File: src/rtl/ibex_fpu_issue_ctrl.sv
// In-order FP issue scheduler: classifies ops by latency, starts the matching unit and
// reserves the shared writeback slot. Optional feature macro: IBEX_FPU_OPCHECK_EN.

package ibex_fp_pkg;

  typedef enum logic [5:0] {
    FPU_ADD,
    FPU_SUB,
    FPU_MUL,
    FPU_MADD,
    FPU_MSUB,
    FPU_NMADD,
    FPU_NMSUB,
    FPU_DIV,
    FPU_SQRT,
    FPU_MIN,
    FPU_MAX,
    FPU_SGNJ,
    FPU_SGNJ_N,
    FPU_SGNJ_X,
    FPU_INT2FLOAT,
    FPU_INT2FLOAT_U,
    FPU_FLOAT2INT,
    FPU_FLOAT2INT_U,
    FPU_MOVE_INT2FLOAT,
    FPU_MOVE_FLOAT2INT,
    FPU_CMP_EQ,
    FPU_CMP_LT,
    FPU_CMP_LE,
    FCLASS,
    FPU_NOP
  } fpu_op_e;

endpackage

module ibex_fpu_issue_ctrl #(
  parameter int ADD_LAT = 3,
  parameter int MUL_LAT = 4,
  parameter int DIV_LAT = 12,
  parameter int TAG_W   = 5
) (
  input  logic             clk_i,
  input  logic             rst_i,
  input  logic             req_valid_i,
  output logic             req_ready_o,
  input  logic [5:0]       req_op_i,
  input  logic [TAG_W-1:0] req_tag_i,
  input  logic             flush_i,
  output logic             add_start_o,
  output logic             mul_start_o,
  output logic             div_start_o,
  output logic             misc_start_o,
  output logic [5:0]       unit_op_o,
  output logic             unit_kill_o,
  output logic             wb_valid_o,
  output logic [TAG_W-1:0] wb_tag_o,
  output logic             wb_illegal_o,
  output logic             busy_div_o,
  output logic             idle_o
);

  import ibex_fp_pkg::*;

  typedef enum logic [2:0] {
    CLS_NONE,
    CLS_ADD,
    CLS_MUL,
    CLS_DIV,
    CLS_MISC,
    CLS_ILL
  } op_cls_e;

  op_cls_e                       cls;
  logic [5:0]                    lat;
  logic [DIV_LAT-1:0]            res_v;
  logic [DIV_LAT-1:0]            sh_v;
  logic [DIV_LAT-1:0][TAG_W-1:0] res_tag;
  logic [DIV_LAT-1:0][TAG_W-1:0] sh_tag;
  logic [DIV_LAT-1:0]            wr_slot;
  logic [4:0]                    div_cnt;
  logic                          slot_busy;
  logic                          div_free;
  logic                          issue;
  logic                          wr_en;

  always_comb begin
    cls = CLS_NONE;
    case (req_op_i)
      FPU_ADD, FPU_SUB, FPU_INT2FLOAT, FPU_INT2FLOAT_U,
      FPU_FLOAT2INT, FPU_FLOAT2INT_U:                      cls = CLS_ADD;
      FPU_MUL, FPU_MADD, FPU_MSUB, FPU_NMADD, FPU_NMSUB:   cls = CLS_MUL;
      FPU_DIV, FPU_SQRT:                                   cls = CLS_DIV;
      FPU_MIN, FPU_MAX, FPU_SGNJ, FPU_SGNJ_N, FPU_SGNJ_X,
      FPU_MOVE_INT2FLOAT, FPU_MOVE_FLOAT2INT,
      FPU_CMP_EQ, FPU_CMP_LT, FPU_CMP_LE, FCLASS:          cls = CLS_MISC;
      FPU_NOP:                                             cls = CLS_NONE;
`ifdef IBEX_FPU_OPCHECK_EN
      default:                                             cls = CLS_ILL;
`else
      default:                                             cls = CLS_NONE;
`endif
    endcase
  end

  always_comb begin
    lat = 6'd0;
    case (cls)
      CLS_ADD:            lat = 6'(ADD_LAT);
      CLS_MUL:            lat = 6'(MUL_LAT);
      CLS_DIV:            lat = 6'(DIV_LAT);
      CLS_MISC, CLS_ILL:  lat = 6'd1;
      default:            lat = 6'd0;
    endcase
  end

  // Reservation contents as they will look after this cycle's shift; slot k+1 lands in k.
  assign sh_v   = {1'b0, res_v[DIV_LAT-1:1]};
  assign sh_tag = {{TAG_W{1'b0}}, res_tag[DIV_LAT-1:1]};

  always_comb begin
    slot_busy = 1'b0;
    wr_slot   = '0;
    for (int k = 0; k < DIV_LAT; k++) begin
      if (lat == 6'(k + 1)) begin
        slot_busy  = sh_v[k];
        wr_slot[k] = wr_en;
      end
    end
  end

  // The divider may accept a new op in the writeback cycle of the previous one (count 1).
  assign div_free    = (div_cnt <= 5'd1);
  assign req_ready_o = ~rst_i & ~flush_i & ~slot_busy & ((cls != CLS_DIV) | div_free);
  assign issue       = req_valid_i & req_ready_o;
  assign wr_en       = issue & (cls != CLS_NONE);

  assign add_start_o  = issue & (cls == CLS_ADD);
  assign mul_start_o  = issue & (cls == CLS_MUL);
  assign div_start_o  = issue & (cls == CLS_DIV);
  assign misc_start_o = issue & (cls == CLS_MISC);
  assign unit_op_o    = (add_start_o | mul_start_o | div_start_o | misc_start_o) ? req_op_i : 6'd0;
  assign unit_kill_o  = flush_i;

  always_ff @(posedge clk_i) begin
    if (rst_i || flush_i) begin
      res_v   <= '0;
      res_tag <= '0;
      div_cnt <= '0;
    end else begin
      for (int k = 0; k < DIV_LAT; k++) begin
        res_v[k]   <= wr_slot[k] | sh_v[k];
        res_tag[k] <= wr_slot[k] ? req_tag_i : sh_tag[k];
      end
      if (div_start_o) begin
        div_cnt <= 5'(DIV_LAT);
      end else if (div_cnt != 5'd0) begin
        div_cnt <= div_cnt - 5'd1;
      end
    end
  end

  assign wb_valid_o = res_v[0] & ~flush_i & ~rst_i;
  assign wb_tag_o   = res_tag[0];

  // Count reaches 1 in the divider's writeback cycle; a back-to-back DIV keeps busy high there.
  assign busy_div_o = (div_cnt > 5'd1) | ((div_cnt == 5'd1) & div_start_o);
  assign idle_o     = ~(|res_v) & ~busy_div_o;

`ifdef IBEX_FPU_OPCHECK_EN
  logic [DIV_LAT-1:0] res_ill;
  logic [DIV_LAT-1:0] sh_ill;

  assign sh_ill = {1'b0, res_ill[DIV_LAT-1:1]};

  always_ff @(posedge clk_i) begin
    if (rst_i || flush_i) begin
      res_ill <= '0;
    end else begin
      for (int k = 0; k < DIV_LAT; k++) begin
        res_ill[k] <= wr_slot[k] ? (cls == CLS_ILL) : sh_ill[k];
      end
    end
  end

  assign wb_illegal_o = res_ill[0] & wb_valid_o;
`else
  assign wb_illegal_o = 1'b0;
`endif

endmodule

File: config.mk
export PLATFORM = sky130hd
export DESIGN_NAME = ibex_fpu_issue_ctrl
export DESIGN_NICKNAME = d
export VERILOG_FILES = /design/src/rtl/ibex_fpu_issue_ctrl.sv
export SDC_FILE = /design/constraint.sdc
export NUM_CORES = 1
export LEC_CHECK = 0
export CAP_MARGIN = 20
export CELL_PAD_IN_SITES_DETAIL_PLACEMENT = 1
export CELL_PAD_IN_SITES_GLOBAL_PLACEMENT = 2
export CORE_ASPECT_RATIO = 0.6
export CORE_UTILIZATION = 34
export CTS_CLUSTER_DIAMETER = 80
export DETAILED_ROUTE_END_ITERATION = 16
export PLACE_DENSITY = 0.87
export RECOVER_POWER = 25
export SLEW_MARGIN = 25
export SYNTH_ARGS = -nofsm -noshare
export SYNTH_HDL_FRONTEND = slang
export SYNTH_SLANG_ARGS = --single-unit
File: constraint.sdc
create_clock -name clk_i -period 2.9 [get_ports clk_i]
set_input_delay 0.58 -clock clk_i [delete_from_list [all_inputs] [get_ports clk_i]]
set_output_delay 0.58 -clock clk_i [all_outputs]
set_load 0.005 [all_outputs]
==> results list <==
- Critical-path top delay cell: sky130_fd_sc_hd__or4b_4
- Wires add up to around 7200 µm.
- A synthesized cell averages about 10 µm².
- Entering global routing, the biggest net connects 65 pins.
* Fraction of final layout cells with drive strength greater than 1: 26.4%
- Across all register-to-register paths, the minimum setup slack is approximately 0.70 ns.
- By count the netlist is led by 77 x sky130_fd_sc_hd__dfxtp_1, 51 x sky130_fd_sc_hd__and2_1, 15 x sky130_fd_sc_hd__nand2_1.
* Critical path endpoint category: primary output
* Hpwl dp: 4650 µm
- 36 I/O pins were placed.
* Unique masters post-synth: 40
- Area growth, synth to finish: 40.6%
- Along the worst path, the maximum fanout reaches 7.
- Summing every instance area after synthesis gives 2750 µm².
* Number of buffers inserted by port buffering: 33
- Worst max-slew margin expressed relative to the limit: 66.1%
* Worst path setup slack after routing: -0.0851 ns
* Root Buffer: sky130_fd_sc_hd__clkbuf_16
- Summed over its instances, the top area cell type makes up between 50% and 60% of the synthesized netlist area.
* Worst EP arrival: about 2.4 ns
* Initial Util: approximately 37%
- Number of optimization iterations in the first detailed-route pass: 4
- After clock tree synthesis, the clock-pin slew on the worst setup and hold paths is 0.06 ns.
- In this run the power spent charging and discharging nets is 531 µW.
* Sequential Power Share: between 40% and 50%
* Cell count after placement: 419
- Sequential elements use 56.0% of the synthesized area.
* Worst-Skew Late Latency: 0.34 ns
- The total area inside the core boundary comes to around 7500 µm².
- The most used flip-flop cell after synthesis is sky130_fd_sc_hd__dfxtp_1.
- Worst Skew: 0.00392 ns
- Per report_power, the clock group accounts for approximately half of the total.
* Deepest level of the CTS H-tree: 3
- In the synthesized netlist the async set-or-reset flop fraction comes to 0%.
- Die span in y: about 70 µm
- In the final routed layout, each cell accounts on average for 16.1 µm.
- Proportion of power drawn by combinational gates: 7.4%
* Number of buffers created by CTS: 9
- During synthesis, Yosys emitted a total of 0 warnings.
- Subtracting the final worst setup slack from the clock period gives 2.99 ns.
- Slew @ Worst Pin: 0.508 ns
- Net Sw Frac: 20.3%
- In the post-synthesis netlist, the biggest area contributors are sky130_fd_sc_hd__dfxtp_1 56%, sky130_fd_sc_hd__and2_1 12%, sky130_fd_sc_hd__mux2i_1 4.0%, sky130_fd_sc_hd__buf_4 2.2%, sky130_fd_sc_hd__nand2_1 2.0%.
- TritonCTS built the clock tree.
* Pre-CTS WS: -0.769 ns
* Reported leakage power: between 0.0015 and 0.002 µW
* Count of final setup violators: 7
- Hold violation total from the final report: 0
* Global-route usage over all layers: 18.6%
- The count of final max-slew check failures is 0.
* CTS sink count: slightly below 80
- Post-synth top area cell: sky130_fd_sc_hd__dfxtp_1
- Max VDD drop: 0.000343 V
- Die ar.: roughly 8500 µm²
- Number of antenna violations at the first check in global routing: 0
- MaxCap Viol Count: 0
- Most frequent cell after synthesis: sky130_fd_sc_hd__dfxtp_1
- Residual antenna-violating net count after detailed routing: 0
* RSZ-0062 raised after global routing: true
* Critical path launch point type: input pin
- Dividing the detail-routed via count by the number of cells gives about 4.7.
- The congestion estimate from routability-driven global placement came to around 0.8.
- In this design, the critical path's most frequently occurring cell is sky130_fd_sc_hd__buf_6.
* Final standard cell count with taps included and fillers excluded: around 450
- Class of the most critical setup path: input pin to primary output
- Internal power: between 2000 and 2500 µW
- Timing-limited maximum frequency: 335 MHz
- Post-route clock period utilization: 103%
* Number of nets in the finished design: 353
* Detailed-route via count: 2078
- Placement row count: 24
- Dividing total power by cell area gives a power density of 676 nW/µm².
- The synthesized design contains 77 register bits.
- The repair_antennas step left the layout with diodes totalling 0.
* Number of synthesized flops with an enable pin: 0
- Failing checks: setup timing
* Longest individual stage delay on the worst path: between 0.5 and 0.6 ns
- Sequence of cells on the critical path: buf_12, or4b_4, buf_6, o211a_1, o32a_4, buf_6, a2111oi_4, buf_2
- After technology mapping, the gate count stands at 271.
- Drt first-iter violations: 79
- The run finished, with violations left.
* Die X-Extent: 118 µm
* Critical path data required time: ~2.3 ns
- The first global-routing pass estimated around 12000 µm of wire.
- Grt ovf: 0
- The via count of the first global-routing pass is roughly 2.2k.
- The path class of the tightest hold or removal check is flop to flop.
* Max clock buf depth: 2
- Remaining routing DRC violations: 0
==> placed cells by master, fill, tap and decap left out, drive strengths merged, types with 8 or more instances in the layout <==
master,synthesis,layout
and2,51,51
and3,8,8
buf,12,51
clkbuf,8,11
clkdlybuf4s50,0,16
dfxtp,77,77
inv,9,10
mux2i,11,11
nand2,15,15
nor2,10,10
nor3,9,9
==> power groups by stage <==
stage	clock, µW	sequential, µW	combinational (µW)
2_1_floorplan	0	1090	82.4
3_3_place_gp	0	1090	167
3_5_place_dp	0	1090	172
4_1_cts	1390	1070	185
5_1_grt	1440	1070	209
6_report	1360	1070	192
==> metal layers <==
| layer | global-route usage, % | share of wire [%] | vias up |
|---|---|---|---|
| met5 | 0 | 0 | - |
| met4 | 5.27 | 1.0 | 0 |
| met3 | 7.48 | 4.7 | 9 |
| met2 | 28.8 | 44 | 38 |
| met1 | 24.0 | 50 | 1004 |
| li1 | - | - | 1027 |
==> registers in the layout (all words and copies together) (netlist names) <==
name / flops
div_cnt: 5
wb_tag_o: 5
res_v: 12
res_tag: 55
==> cell families after synthesis <==
| logic type | Yosys count | synth area share [%] |
|---|---|---|
| AO/OA/AOI/OAI | 32 | 8.68 |
| buffers and inverters | 29 | 5.41 |
| flip-flops | 77 | 56.0 |
| other | 1 | 0.136 |
| multiplexers | 11 | 4.00 |
| XOR/XNOR | 2 | 0.636 |
| adder cells (fa/ha/maj) | 2 | 0.909 |
| AND/OR/NAND/NOR | 117 | 24.2 |
==> final cells by class <==
class,count,area [µm²]
Clock buffer,10,229
Inverter,9,33.8
Timing Repair Buffer,73,627
Tap cell,104,130
Sequential cell,77,1540
Fill cell,830,3670
Clock inverter,6,134
Multi-Input combinational cell,166,1170
==> stage by stage <==
| step | hold WS (ns) | total power (µW) | TNS, ns | utilization, % | cell area [µm²] |
|---|---|---|---|---|---|
| floorplan | 0.406 | 1170 | 0 | - | 2760 |
| detailed placement | 0.415 | 1260 | -9.53 | 44.2 | 3330 |
| global route | 0.435 | 2710 | -0.472 | 51.3 | 3870 |
| global placement | 0.407 | 1260 | -8.68 | 44.2 | 3330 |
| finish | 0.421 | 2620 | -0.133 | 51.3 | 3870 |
| CTS | 0.425 | 2640 | -0.0552 | 50.7 | 3820 |
==> what timing repair did <==
action | 4_1_cts | 5_1_grt
buffers inserted | 5 | 6
pin swaps | 15 | 5
gates resized for setup | 82 | 8
hold buffers | 0 | 0
endpoints found under the setup margin | 12 | 9
endpoints found under the hold margin | 0 | 0
==> critical path: cells and delay by family <==
family          cells  cell delay (ns)
compound gates      3             0.68
buf+inv             4             0.57
simple gates        1             0.57
==> worst paths after layout <==
check / from / to / depth (start not counted)
max: req_op_i[1] / add_start_o / 8
min: res_tag[27]$_SDFF_PP0_ / res_tag[22]$_SDFF_PP0_ / 1
max reg2reg: div_cnt[0]$_SDFFE_PP0P_ / res_tag[10]$_SDFF_PP0_ / 9
min reg2reg: res_tag[27]$_SDFF_PP0_ / res_tag[22]$_SDFF_PP0_ / 1
Note: power is estimated with default switching activity, not from simulation.
